## config.mk

```make
export PLATFORM = sky130hd
export DESIGN_NAME = seq_magnitude_comparator
export DESIGN_NICKNAME = d
export VERILOG_FILES = /design/src/rtl/cmp_pkg.sv /design/src/rtl/chunk_comparator.sv /design/src/rtl/seq_magnitude_comparator.sv
export SDC_FILE = /design/constraint.sdc
export NUM_CORES = 1
export LEC_CHECK = 0
export ABC_AREA = 0
export CORE_MARGIN = 8
export CORE_UTILIZATION = 51
export DETAILED_ROUTE_END_ITERATION = 12
export GPL_TIMING_DRIVEN = 1
export PLACE_DENSITY = 0.8
export SLEW_MARGIN = 30
export SYNTH_ARGS = -nofsm -noshare
export SYNTH_HDL_FRONTEND = slang
export SYNTH_SLANG_ARGS = --single-unit
```

## constraint.sdc

```tcl
create_clock -name clk -period 3.4 [get_ports clk]
set_input_delay 1.02 -clock clk [delete_from_list [all_inputs] [get_ports clk]]
set_output_delay 1.02 -clock clk [all_outputs]
set_load 0.03 [all_outputs]
```

## src/rtl/cmp_pkg.sv

```systemverilog
// Shared definitions for the sequential magnitude comparator: FSM state
// encoding, {e,g,l} result encoding and chunk-index sizing.
package cmp_pkg;

    typedef enum logic [1:0] {
        IDLE = 2'd0,
        CMP  = 2'd1,
        DONE = 2'd2
    } state_t;

    // Result vector is packed as {e, g, l}
    localparam logic [2:0] RES_NONE = 3'b000;
    localparam logic [2:0] RES_EQ   = 3'b100;
    localparam logic [2:0] RES_GT   = 3'b010;
    localparam logic [2:0] RES_LT   = 3'b001;

    function automatic int idx_width(input int nch);
        return (nch > 1) ? $clog2(nch) : 1;
    endfunction

endpackage

```

## src/rtl/chunk_comparator.sv

```systemverilog
// Combinational unsigned comparator for one CHUNK-bit slice of the operands.
module chunk_comparator #(
    parameter int CHUNK = 8
) (
    input  logic [CHUNK-1:0] a,
    input  logic [CHUNK-1:0] b,
    output logic             eq,
    output logic             gt,
    output logic             lt
);

    assign eq = (a == b);
    assign gt = (a > b);
    assign lt = (a < b);

endmodule

```

## src/rtl/seq_magnitude_comparator.sv

```systemverilog
// Multi-cycle magnitude comparator: walks the latched operands MSB chunk first
// through a single chunk comparator and exits on the first differing chunk.
module seq_magnitude_comparator
    import cmp_pkg::*;
#(
    parameter int WIDTH = 32,
    parameter int CHUNK = 8
) (
    input  logic             clk,
    input  logic             rst_n,
    input  logic             start,
    input  logic             signed_mode,
    input  logic [WIDTH-1:0] A,
    input  logic [WIDTH-1:0] B,
    output logic             busy,
    output logic             done,
    output logic             e,
    output logic             g,
    output logic             l
);

    localparam int NCH  = WIDTH / CHUNK;
    localparam int IDXW = idx_width(NCH);
    localparam logic [IDXW-1:0]  IDX_MSB  = IDXW'(NCH - 1);
    localparam logic [CHUNK-1:0] TOP_MASK = CHUNK'(1) << (CHUNK - 1);

    state_t            state_reg, state_next;
    logic [WIDTH-1:0]  a_reg, a_next;
    logic [WIDTH-1:0]  b_reg, b_next;
    logic              signed_reg, signed_next;
    logic [IDXW-1:0]   idx_reg, idx_next;
    logic [2:0]        res_reg, res_next;

    logic [CHUNK-1:0]  a_chunks [NCH];
    logic [CHUNK-1:0]  b_chunks [NCH];
    logic [CHUNK-1:0]  a_sel, b_sel;
    logic              chunk_eq, chunk_gt, chunk_lt;

    // Flipping the sign bit maps two's-complement order onto unsigned order,
    // so only the MSB chunk needs touching in signed mode.
    genvar gi;
    generate
        for (gi = 0; gi < NCH; gi++) begin : g_chunk
            if (gi == NCH - 1) begin : g_msb
                assign a_chunks[gi] = a_reg[gi*CHUNK +: CHUNK] ^ ({CHUNK{signed_reg}} & TOP_MASK);
                assign b_chunks[gi] = b_reg[gi*CHUNK +: CHUNK] ^ ({CHUNK{signed_reg}} & TOP_MASK);
            end else begin : g_plain
                assign a_chunks[gi] = a_reg[gi*CHUNK +: CHUNK];
                assign b_chunks[gi] = b_reg[gi*CHUNK +: CHUNK];
            end
        end
    endgenerate

    assign a_sel = a_chunks[idx_reg];
    assign b_sel = b_chunks[idx_reg];

    chunk_comparator #(
        .CHUNK (CHUNK)
    ) u_chunk_cmp (
        .a  (a_sel),
        .b  (b_sel),
        .eq (chunk_eq),
        .gt (chunk_gt),
        .lt (chunk_lt)
    );

    always_ff @(posedge clk or negedge rst_n) begin
        if (!rst_n) begin
            state_reg  <= IDLE;
            a_reg      <= '0;
            b_reg      <= '0;
            signed_reg <= 1'b0;
            idx_reg    <= '0;
            res_reg    <= RES_NONE;
        end else begin
            state_reg  <= state_next;
            a_reg      <= a_next;
            b_reg      <= b_next;
            signed_reg <= signed_next;
            idx_reg    <= idx_next;
            res_reg    <= res_next;
        end
    end

    always_comb begin
        state_next  = state_reg;
        a_next      = a_reg;
        b_next      = b_reg;
        signed_next = signed_reg;
        idx_next    = idx_reg;
        res_next    = res_reg;
        case (state_reg)
            IDLE: begin
                if (start) begin
                    a_next      = A;
                    b_next      = B;
                    signed_next = signed_mode;
                    idx_next    = IDX_MSB;
                    res_next    = RES_NONE;
                    state_next  = CMP;
                end
            end
            CMP: begin
                if (!chunk_eq) begin
                    res_next   = {1'b0, chunk_gt, chunk_lt};
                    state_next = DONE;
                end else if (idx_reg == '0) begin
                    res_next   = RES_EQ;
                    state_next = DONE;
                end else begin
                    idx_next = idx_reg - 1'b1;
                end
            end
            DONE: begin
                state_next = IDLE;
            end
            default: begin
                state_next = IDLE;
            end
        endcase
    end

    assign busy      = (state_reg == CMP);
    assign done      = (state_reg == DONE);
    assign {e, g, l} = res_reg;

endmodule

```

Word-level counts from Yosys, hierarchy flattened
Cells that the tools add are included.
Cells by class
  add/subtract/negate cells: 1
  equality and inequality tests: 7
  magnitude comparators: 3
  muxes and demuxes: 18
  reduce and logical (&&, ||, !) cells: 7
  bitwise logic cells: 3
Operators by type and width (number)
  $bmux 8 s2: 2
  $mux 8: 4
  $xor 8x8->8: 2
  $mux 2: 6
  $mux 3: 3
  $eq 8x8->1: 1
  $gt 8x8->1: 1
  $lt 8x8->1: 1
  $pmux 2 s2: 2
  $pmux 3 s2: 1
  $logic_not 2->1: 2
  $ne 2x2->1 const B: 2
  $reduce_and 2->1: 2
  $reduce_and 4->1: 1
  $ge 3x3->1 const B: 1
  $ne 3x2->1 const B: 1
  $not 2->3: 1
  $reduce_and 3->1: 1
  $eq 2x1->1 const B: 1
  $eq 2x2->1 const B: 1
  $ne 2x1->1 const B: 1
  $reduce_bool 2->1: 1
  $sub 2x1->2 const B: 1
Word-level totals
  logic and storage cells: 45
  output and inout bits: 5
  register bits after elaboration: 72
  input bits: 68

Depth between registers and ports, before layout
Gate-level depths: netlist (run 1).
  depth in word-level cells: 7
  depth in mapped cells: 9
  depth with buffers taken out: 8

Cells and area by module
Synthesis (run 1) repeated with hierarchy kept, for this count alone.
Unflattened totals
  cell total of the unflattened synthesis: 215
  area, all modules: 3342.0 sq um
By module, submodules not included
  seq_magnitude_comparator: times used 1, seq. area each 1801.7 sq um, cells an instance 186, area an instance 3116.7 sq um
  chunk_comparator: times used 1, seq. area each 0.0 sq um, cells an instance 29, area an instance 225.2 sq um

Worst setup path before layout (run 1)
No wires, ideal clock.
  kind: register -> register
  start point: reg idx_reg[0]
  end point: reg res_reg[1]
  period minus slack after synthesis: 2.448 ns
  cell stages (with the launch flop): 9
  data required time: 3.276 ns
  arrival time: 2.325 ns
  path slack: 0.952 ns
  path buffers: 2
  library setup time: 0.124 ns
  cells stage by stage: dfrtp_1 buf_4 buf_4 mux4_2 ha_1 nand4_2 or2_1 and3_1 a211o_1
Between the ends
  cells in the longest elaborated chain, start to end: 7
  elaborated cells between the ends (all ways): 14
  those cells by class: order compare: 1; eq/ne: 2; mux: 8; bitwise: 1; reduce/logical: 2
Ends and longest elaborated chain
  from (decl): line seq_magnitude_comparator.sv:31  | logic [IDXW-1:0] idx_reg, idx_next;
  from (signal assigned): line seq_magnitude_comparator.sv:80  | idx_reg <= idx_next;
  $not 2->3 (implied by the code): line seq_magnitude_comparator.sv:54, seq_magnitude_comparator.sv:55
  $bmux 8 s2 (on tied branches): line seq_magnitude_comparator.sv:54, seq_magnitude_comparator.sv:55
  $mux 8 (on tied branches) (2 in series): line seq_magnitude_comparator.sv:54, seq_magnitude_comparator.sv:55
  $gt 8x8->1 / $eq 8x8->1 (equally long branches): line chunk_comparator.sv:13, chunk_comparator.sv:12
  $mux 3 / $ne 3x2->1 (equally long branches)
  $pmux 3 s2 / $reduce_and 3->1 (equally long branches)
  to (signal assigned): line seq_magnitude_comparator.sv:81  | res_reg <= res_next;
  to (decl): line seq_magnitude_comparator.sv:32  | logic [2:0] res_reg, res_next;
Parallel ways exist; a longest one is shown, timed or not. The select of a mux whose other input is x is not followed.
A chain may end at the register's enable or synchronous reset.

Worst setup path after layout (run 1)
  start point: reg state_reg[1]
  end point: out busy
Between the ends
  cells in the longest elaborated chain, start to end: 1
Ends and longest elaborated chain
  from (decl): line seq_magnitude_comparator.sv:27  | state_t state_reg, state_next;
  from (signal assigned): line seq_magnitude_comparator.sv:76  | state_reg <= state_next;
  $eq 2x1->1: line seq_magnitude_comparator.sv:123  | assign busy = (state_reg == CMP);
  to (decl): line seq_magnitude_comparator.sv:15  | output logic busy,
No other way between the ends.

==> flow_summary.toml, run 1 <==
[floorplanning]
core_mm2 = 0.006386
rows = 29
ios = 73
initial_utilization = 0.5272
die_h_um = 97.25
die_w_um = 97.25
die_area_mm2 = 0.009458

[detailed_routing]
dr.pass1.iters = 3
dr.first_iter.drc_count = 62
drcViolationCount = 0
viasPerCell = 5.438
final_antenna_net_count = 0
wl_per_cell_um = 17.69
wl_um = 6704
num_vias = 2061

[setup_path]
crit_arrival_ps = 1850
crit_type = "register to primary output"
cp_max_fo = 5
critPathLaunch = "state_reg[1]"
cp.required_ps = 2380
crit_end = "busy"
r2r-start = "idx_reg[0]"
worstSetupStartpointType = "register"
rr_worst_depth = 7
reg2reg_to = "res_reg[1]"
end_kind = "primary output"
reg2reg_slack_ps = 780

[cells_and_area]
antenna-diode-count = 0
final_layout_size_suffix_gt1_frac = 0.2914
fin_area_mm2 = 0.004385
fillCellCount = 471
fin_nets = 374
multi_input_area_mm2 = 0.001451
area_growth_pct = 30.25
final-seq-area_mm2 = 0.001802
final_cells = 379

[yosys]
postSynthCellCount = 222
synth_ff_type = "dfrtp_1"
yosysMostFrequentCell = "dfrtp_1"
synthTopCellsByArea = "dfrtp_1 (54%), mux2_2 (16%), mux4_2 (11%)"
netlist_top_cells_count = "dfrtp_1 (72), mux2_2 (48), mux2_1 (17)"
avgSynthCellArea_um2 = 15.17
synth-warning-count = 0
synth_edf_count = 0
async_flop_share = 1.000
synth_top_area_cell = "dfrtp_1"
seq_area_frac_synth = 0.5351
syn_nets = 299
synth_top_area_share = 0.5351
ys_ff_latch = 72
synth_area_mm2 = 0.003367
synth_cell_types = 30

[clocking]
clock_latency_ps = 350
post_cts_buffers = 0
htreeDepth = 3
cts.clk_slew.worst_paths_ps = 80
clock_sinks = 72
clock_path_buffers = 2
root_buffer = "clkbuf_8"
cts_tree = "built"
cts_resized = 0
numCtsBuffers = 9
cts_hold_buf = 0

[timing]
hold_viol = 0
rsz0062_at_grt = "false"
final_min_period_over_clock_period = 0.8433
finClkSkew_ps = 8.001
worstMarginPinSlew_ps = 638.2
maxSlewViolCount = 0
finalSetupViolCount = 0
slew_headroom = 0.5745
fin_ws_ps = 532.6
fin_setup_tns_ps = 0
period_needed_ps = 2867
fmax_ghz = 0.3488

[place]
place_worst_setup_slack_ps = 766.3
gp_congestion = 0.8506
hpwl_um = 4717
place_inst = 363
placed_cell_area_mm2 = 0.004160
numPortBuffers = 72

[global_route]
grt_pass1_wl_um = 11590
grt_max_degree = 73
grt_pass1_vias = 2387
grt_usage = 0.1515
antenna_found_initial = 0
overflow = 0

[outcome]
outcome = "complete, no violations"

[pwr]
leakagePower_nw = 1.854
p_total_mw = 2.934
powerDensity_mw_per_mm2 = 669.0
ir_worst_vdd_uv = 412.3

[min_path]
hold_class = "register to register"

[flow_run]
maxCapViolCount = 0
kinds of logic after synthesis:
kind of cell | after synthesis | share of synthesized area
xor+xnor | 2 | 0.005203
fa+ha+maj | 9 | 0.03345
simple gates | 20 | 0.03754
flops | 72 | 0.5351
buf+inv | 23 | 0.03567
compound gates | 15 | 0.02862
mux | 81 | 0.3244
routing by layer:
metal	up-vias	global-route usage	share of wire
met5	-	0	0
met4	0	0.06061	0.013
met3	9	0.04836	0.046
met2	51	0.2411	0.51
met1	1035	0.1867	0.43
li1	966	-	-
how the worst min path moves through the flow:
stage                     depth (start not counted)      start         to  slack [ps]
after global placement                            1  a_reg[30]  a_reg[30]         470
after global routing                              1   b_reg[5]   b_reg[5]         500
after CTS                                         1  a_reg[30]  a_reg[30]         490
final                                             1   b_reg[1]   b_reg[1]         490
after floorplan                                   1  a_reg[21]  a_reg[21]         450
after detailed placement                          1   b_reg[5]   b_reg[5]         470
stage by stage:
stage	utilization	hold slack, ps
finish	0.6867	489.5
global route	0.6867	502.6
CTS	0.6861	492.5
detailed placement	0.6515	471.8
global placement	0.6515	466.6
floorplan	-	452.4
worst max-delay path: stages (launching register included):
cell and delay, ps:
dfrtp_1 450, nand2b_1 230, inv_1 140, clkdlybuf4s50_1 690
final cells by class:
type | count | share of cell area
tap | 77 | 0.02197
timing repair buffer | 75 | 0.1755
sequential | 72 | 0.4108
clock inverter | 6 | 0.02140
clock buffer | 10 | 0.02910
inverter | 12 | 0.01027
multi-input combinational | 127 | 0.3310
report_power, final:
part | internal [mW] | switching [mW] | total [mW]
clock | 0.417 | 0.324 | 0.741
combinational | 0.542 | 0.365 | 0.907
sequential | 1.14 | 0.149 | 1.29
total | 2.10 | 0.838 | 2.93
cells in the final DEF (no fill, tap or decap):
| master | instances |
|---|---|
| nand4_2 | 1 |
| mux4_2 | 16 |
| a21oi_1 | 6 |
| nor4_2 | 1 |
| nand2b_1 | 2 |
| inv_1 | 12 |
| or2_2 | 1 |
| mux2_2 | 48 |
| o31ai_1 | 2 |
| xor2_1 | 2 |
| buf_6 | 1 |
| nor2_1 | 1 |
| buf_12 | 2 |
| clkinv_4 | 3 |
| o211ai_1 | 1 |
| clkinvlp_4 | 1 |
| nand4_1 | 1 |
| clkdlybuf4s50_1 | 71 |
| clkbuf_1 | 1 |
| nor3_1 | 2 |
| or2_1 | 1 |
| a2111oi_0 | 1 |
| dfrtp_1 | 72 |
| bufinv_16 | 2 |
| nor3b_4 | 1 |
| ha_1 | 9 |
| buf_4 | 1 |
| o21ai_0 | 2 |
| and3_1 | 1 |
| nor2b_1 | 3 |
| o21ba_2 | 1 |
| nand2_1 | 5 |
| o22ai_1 | 1 |
| a211o_1 | 1 |
| clkbuf_8 | 9 |
| mux2_1 | 17 |
Note: power is estimated with default switching activity, not from simulation.
==> inputs of run 2 (changes only) <==
Clock period 3.4 ns to 2.73 ns, I/O delays scaled along.
==> run 2 against run 1 <==
Net effect: flip-flop and latch count unchanged; sequential share of layout area up 0.20 points; clock-buffer cell count unchanged; wire length decreased by 2.8%; critical path type unchanged; largest power group unchanged.
==> flow_summary.toml, run 2 (synthesized netlist as in run 1, its figures left out) <==
[setup_path]
end_kind = "primary output"
r2r-start = "idx_reg[0]"
crit_family = "buffers and inverters"
slowest_delay_ps = 670
critical_path.slowest_cell = "clkdlybuf4s50_1"
crit_arrival_ps = 1600
reg2reg_slack_ps = 310
cp_max_fo = 5
path_buf_inv = 1
path_cells = "nor2b_1, clkdlybuf4s50_1"
reg2reg_to = "res_reg[1]"
rr_worst_depth = 7
cp.required_ps = 1910
crit_type = "register to primary output"
worstSetupStartpointType = "register"

[global_route]
overflow = 0
grt_pass1_vias = 2294
grt_usage = 0.1442
antenna_found_initial = 0
grt_max_degree = 73
grt_pass1_wl_um = 11110

[floorplanning]
die_w_um = 97.25
die_area_mm2 = 0.009458
core_mm2 = 0.006386
ios = 73
initial_utilization = 0.5272
rows = 29
die_h_um = 97.25

[clocking]
clock_sinks = 72
cts_tree = "built"
numCtsBuffers = 9
cts_hold_buf = 0
clock_path_buffers = 2
post_cts_buffers = 0
cts.clk_slew.worst_paths_ps = 80
root_buffer = "clkbuf_8"
htreeDepth = 3
clock_latency_ps = 340

[cells_and_area]
final_cells = 381
multi_input_area_mm2 = 0.001451
mostFrequentLayoutCell = "dfrtp_1"
final-seq-area_mm2 = 0.001802
fin_nets = 377
area_growth_pct = 29.62
final_layout_size_suffix_gt1_frac = 0.2961
final_core_util = 0.6834
fillCellCount = 470
layout_common_cells = "dfrtp_1 (72), clkdlybuf4s50_1 (70), mux2_2 (48)"
antenna-diode-count = 0

[pwr]
ir_worst_vdd_uv = 530.7
powerDensity_mw_per_mm2 = 787.1
leakagePower_nw = 1.850

[min_path]
hold_class = "input port to async pin"

[place]
place_inst = 366
numPortBuffers = 72
place_worst_setup_slack_ps = 327.3
hpwl_um = 4820
gp_congestion = 0.7445

[timing]
worstMarginPinSlew_ps = 639.9
finClkSkew_ps = 11.33
rsz0062_at_grt = "false"
period_needed_ps = 2419
slew_headroom = 0.5734
fin_ws_ps = 310.7
fmax_ghz = 0.4133
maxSlewViolCount = 0
final_min_period_over_clock_period = 0.8862
finalSetupViolCount = 0
fin_setup_tns_ps = 0
hold_viol = 0

[detailed_routing]
dr.first_iter.drc_count = 84
num_vias = 2050
viasPerCell = 5.381
wl_um = 6518
wl_per_cell_um = 17.11
dr.pass1.iters = 4
final_antenna_net_count = 0
drcViolationCount = 0

[flow_run]
maxCapViolCount = 0

[outcome]
outcome = "complete, no violations"
## run 2: changes by cell type in the layout (fill, tap and decap cells not counted), sizes merged
cell / change
clkinvlp: +3
buf: +3
dlymetal6s2s: +1
clkinv: -2
clkdlybuf4s50: -1
bufinv: -2
## run 2: final cells by class
cell class,instances,share of cell area
flip-flops and latches,72,0.4128
repair buffers,78,0.1849
multi-input cells,127,0.3326
inverters,12,0.01032
clock buffers,10,0.02924
well taps,77,0.02208
clock inverters,5,0.008028
## run 2: layer usage
| metal | global-route usage | up-vias | wire length [µm] |
|---|---|---|---|
| met1 | 0.1788 | 1028 | 2920 |
| met3 | 0.05477 | 11 | 334 |
| met4 | 0.03963 | 0 | 85 |
| met5 | 0 | - | 0 |
| li1 | - | 961 | - |
| met2 | 0.2297 | 50 | 3179 |
## run 2: worst max path at each step
| stage | start | to | slack, ps | cells past startpoint |
|---|---|---|---|---|
| floorplan | idx_reg[0] | res_reg[1] | 280 | 8 |
| global placement | start | a_reg[4] | 350 | 4 |
| detailed placement | start | a_reg[4] | 330 | 4 |
| CTS | state_reg[1] | busy | 60 | 3 |
| global route | idx_reg[0] | res_reg[1] | 160 | 7 |
| finish | state_reg[1] | done | 310 | 2 |
## run 2: report_power, final
group	switching [mW]	total (mW)	leakage (nW)	internal, mW
Clock	0.392	0.715	0.0704	0.323
Sequential	0.183	1.60	0.841	1.42
Combinational	0.438	1.12	0.939	0.684
## run 2: repair_timing
item / in CTS / in global routing
hold endpoints to repair: 0 / 0
setup endpoints to repair: 0 / 1
resized for setup: 0 / 1
## run 2: metrics by stage
step,total power [mW],hold WS (ps),area [µm²]
after CTS,3.472,486.8,4358
after global placement,2.707,463.7,4195
after global routing,3.672,501.0,4364
after detailed placement,2.751,470.7,4195
final,3.435,457.1,4364
after floorplan,2.388,452.4,3367
==> inputs of run 3 (changes only) <==
Settings changed: CORE_UTILIZATION 51 to 50, HOLD_SLACK_MARGIN from default to 0.15, PLACE_DENSITY 0.8 to 0.79, SYNTH_HIERARCHICAL from default to 1.
==> run 3 against run 2 <==
Net effect: critical path depth rose by 6; non-clock buffer count did not move; die area rose by 1.0%; synthesized cell count fell by 3.2%; combinational power rose by 5%; design area rose by 1.4%; highest routed layer unchanged.
==> flow_summary.toml, run 3 <==
[pwr]
p_total_mw = 3.810
leakagePower_nw = 1.886
ir_worst_vdd_uv = 455.6
powerDensity_mw_per_mm2 = 860.7
internal_power_mw = 2.798
pwr-share-seq = 0.424
switching_share = 0.2657
clkPwrFrac = 0.266
pwr-share-comb = 0.309
switching_power_mw = 1.012

[setup_path]
cp_max_fo = 16
path_cells = "buf_12, mux4_2, ha_1, nand4_2, nor2_1, nor4bb_4, or2_2, a2bb2oi_1"
end_kind = "register"
crit_type = "register to register"
slowest_delay_ps = 520
critical_path.slowest_cell = "mux4_2"
cp.required_ps = 2980
crit_arrival_ps = 2800
worstSetupStartpointType = "register"

[place]
gp_congestion = 0.7384
hpwl_um = 4822
numPortBuffers = 72

[clocking]
clock_latency_ps = 340
clock_path_buffers = 2
clock_sinks = 72
numCtsBuffers = 9
cts.clk_slew.worst_paths_ps = 70
cts_tree = "built"
htreeDepth = 3
root_buffer = "clkbuf_8"

[detailed_routing]
top_layer = "met4"
route.met2.wl_um = 3350
wl_per_cell_um = 17.59
drcViolationCount = 0
viasPerCell = 5.399
dr.pass1.iters = 4
dr.first_iter.drc_count = 61
wl_um = 6562
num_vias = 2014
final_antenna_net_count = 0
dr_wl_met3_um = 341
met1_length_um = 2800

[outcome]
outcome = "complete, no violations"

[floorplanning]
die_area_mm2 = 0.009556
die_h_um = 97.76
core_mm2 = 0.006422
rows = 29
die_w_um = 97.76
initial_utilization = 0.5204
ios = 73

[yosys]
synth-warning-count = 6
syn_nets = 292
synth_cell_types = 28
ys_ff_latch = 72
avgSynthCellArea_um2 = 15.54
synth_area_mm2 = 0.003342
synth_ff_type = "dfrtp_1"
synthTopCellsByArea = "dfrtp_1 (54%), mux2_2 (22%), mux4_2 (11%)"
seq_area_frac_synth = 0.5391
async_flop_share = 1.000
yosysMostFrequentCell = "dfrtp_1"
synth_edf_count = 0
postSynthCellCount = 215
synth_top_area_share = 0.5391
synth_top_area_cell = "dfrtp_1"
netlist_top_cells_count = "dfrtp_1 (72), mux2_2 (65), mux4_2 (16)"

[flow_run]
maxCapViolCount = 0

[cells_and_area]
fin_nets = 370
area_growth_pct = 32.46
fillCellCount = 442
final_layout_size_suffix_gt1_frac = 0.3682
antenna-diode-count = 0
layout_common_cells = "dfrtp_1 (72), clkdlybuf4s50_1 (70), mux2_2 (65)"
final_core_util = 0.6893
mostFrequentLayoutCell = "dfrtp_1"

[timing]
finClkSkew_ps = 13.99
rsz0062_at_grt = "false"
maxSlewViolCount = 0
final_min_period_over_clock_period = 0.9348
fmax_ghz = 0.3919
finalSetupViolCount = 0
fin_setup_tns_ps = 0
worstMarginPinSlew_ps = 643.1
period_needed_ps = 2552
slew_headroom = 0.5712
hold_viol = 0

[global_route]
grt_pass1_vias = 2313
grt_usage = 0.1497
grt_pass1_wl_um = 11400
grt_max_degree = 73
overflow = 0
antenna_found_initial = 0

[min_path]
hold_class = "input port to async pin"
run 3: cell types whose count changed after synthesis, sizes merged, moves of 2 or more:
cell,before,now
nand2,5,2
a22o,0,2
inv,12,10
o31ai,2,0
run 3: cells by family (layout without fill, tap and decap cells):
logic type / count (synthesis) / count (layout) / share of synthesized area
muxes: 81 / 81 / 0.3268
adders and majority gates: 9 / 9 / 0.03370
AOI/OAI and AO/OA: 13 / 13 / 0.02771
DFF: 72 / 72 / 0.5391
xor gates and xnor gates: 2 / 2 / 0.005242
and+or+nand+nor: 17 / 17 / 0.03557
buffers and inverters: 21 / 102 / 0.03182
run 3: area by class of cell:
class	count	area (µm²)	share of cell area
sequential	72	1802	0.4070
multi-input combinational	122	1455	0.3287
timing repair buffer	78	794.5	0.1795
clock buffer	11	151.4	0.03420
tap	77	96.34	0.02176
clock inverter	3	90.09	0.02035
inverter	10	37.54	0.008479
run 3: worst max-delay path: cells and delay by family, from the launching register on:
kind            cells  cell delay, ps
fa+ha+maj           1             340
flops               1             390
buf+inv             1             190
simple gates        4             870
mux                 1             520
compound gates      1             160
run 3: final timing paths:
path | startpoint | end | slack, ps | cells after the start
min | rst_n | a_reg[1] | 470 | 1
max | idx_reg[0] | idx_reg[1] | 180 | 8
max in group asynchronous | rst_n | state_reg[0] | 1790 | 1
min in group clk | a_reg[5] | a_reg[5] | 500 | 1
max reg2reg | idx_reg[0] | idx_reg[1] | 180 | 8
min reg2reg | a_reg[5] | a_reg[5] | 500 | 1
run 3: layer usage:
layer  vias up  track usage
li1        936            -
met1      1019       0.1746
met2        50       0.2504
met3         9      0.05962
met4         0      0.04077
met5         -            0
run 3: repair_timing:
item / CTS / global route
hold buffers: 0 / 0
buffers inserted: 0 / 0
endpoints found under the setup margin: 1 / 2
gates resized for setup: 1 / 2
endpoints found under the hold margin: 0 / 0
run 3: power by group through the flow:
stage | combinational (mW) | clock [mW] | sequential (mW)
4_1_cts | 1.19 | 1.04 | 1.62
2_1_floorplan | 0.882 | 0 | 1.57
6_report | 1.18 | 1.01 | 1.62
3_5_place_dp | 1.18 | 0 | 1.64
5_1_grt | 1.29 | 1.08 | 1.67
3_3_place_gp | 1.14 | 0 | 1.63
run 3: through the flow:
stage | setup slack, ps | instance area [µm²] | instances | hold slack [ps]
6_report | 178.0 | 4427 | 373 | 469.5
5_1_grt | 6.609 | 4427 | 373 | 522.7
4_1_cts | 67.37 | 4412 | 373 | 506.9
3_5_place_dp | 4.488 | 4164 | 359 | 491.2
3_3_place_gp | 130.0 | 4164 | 359 | 484.4
2_1_floorplan | 55.78 | 3342 | 215 | 475.1
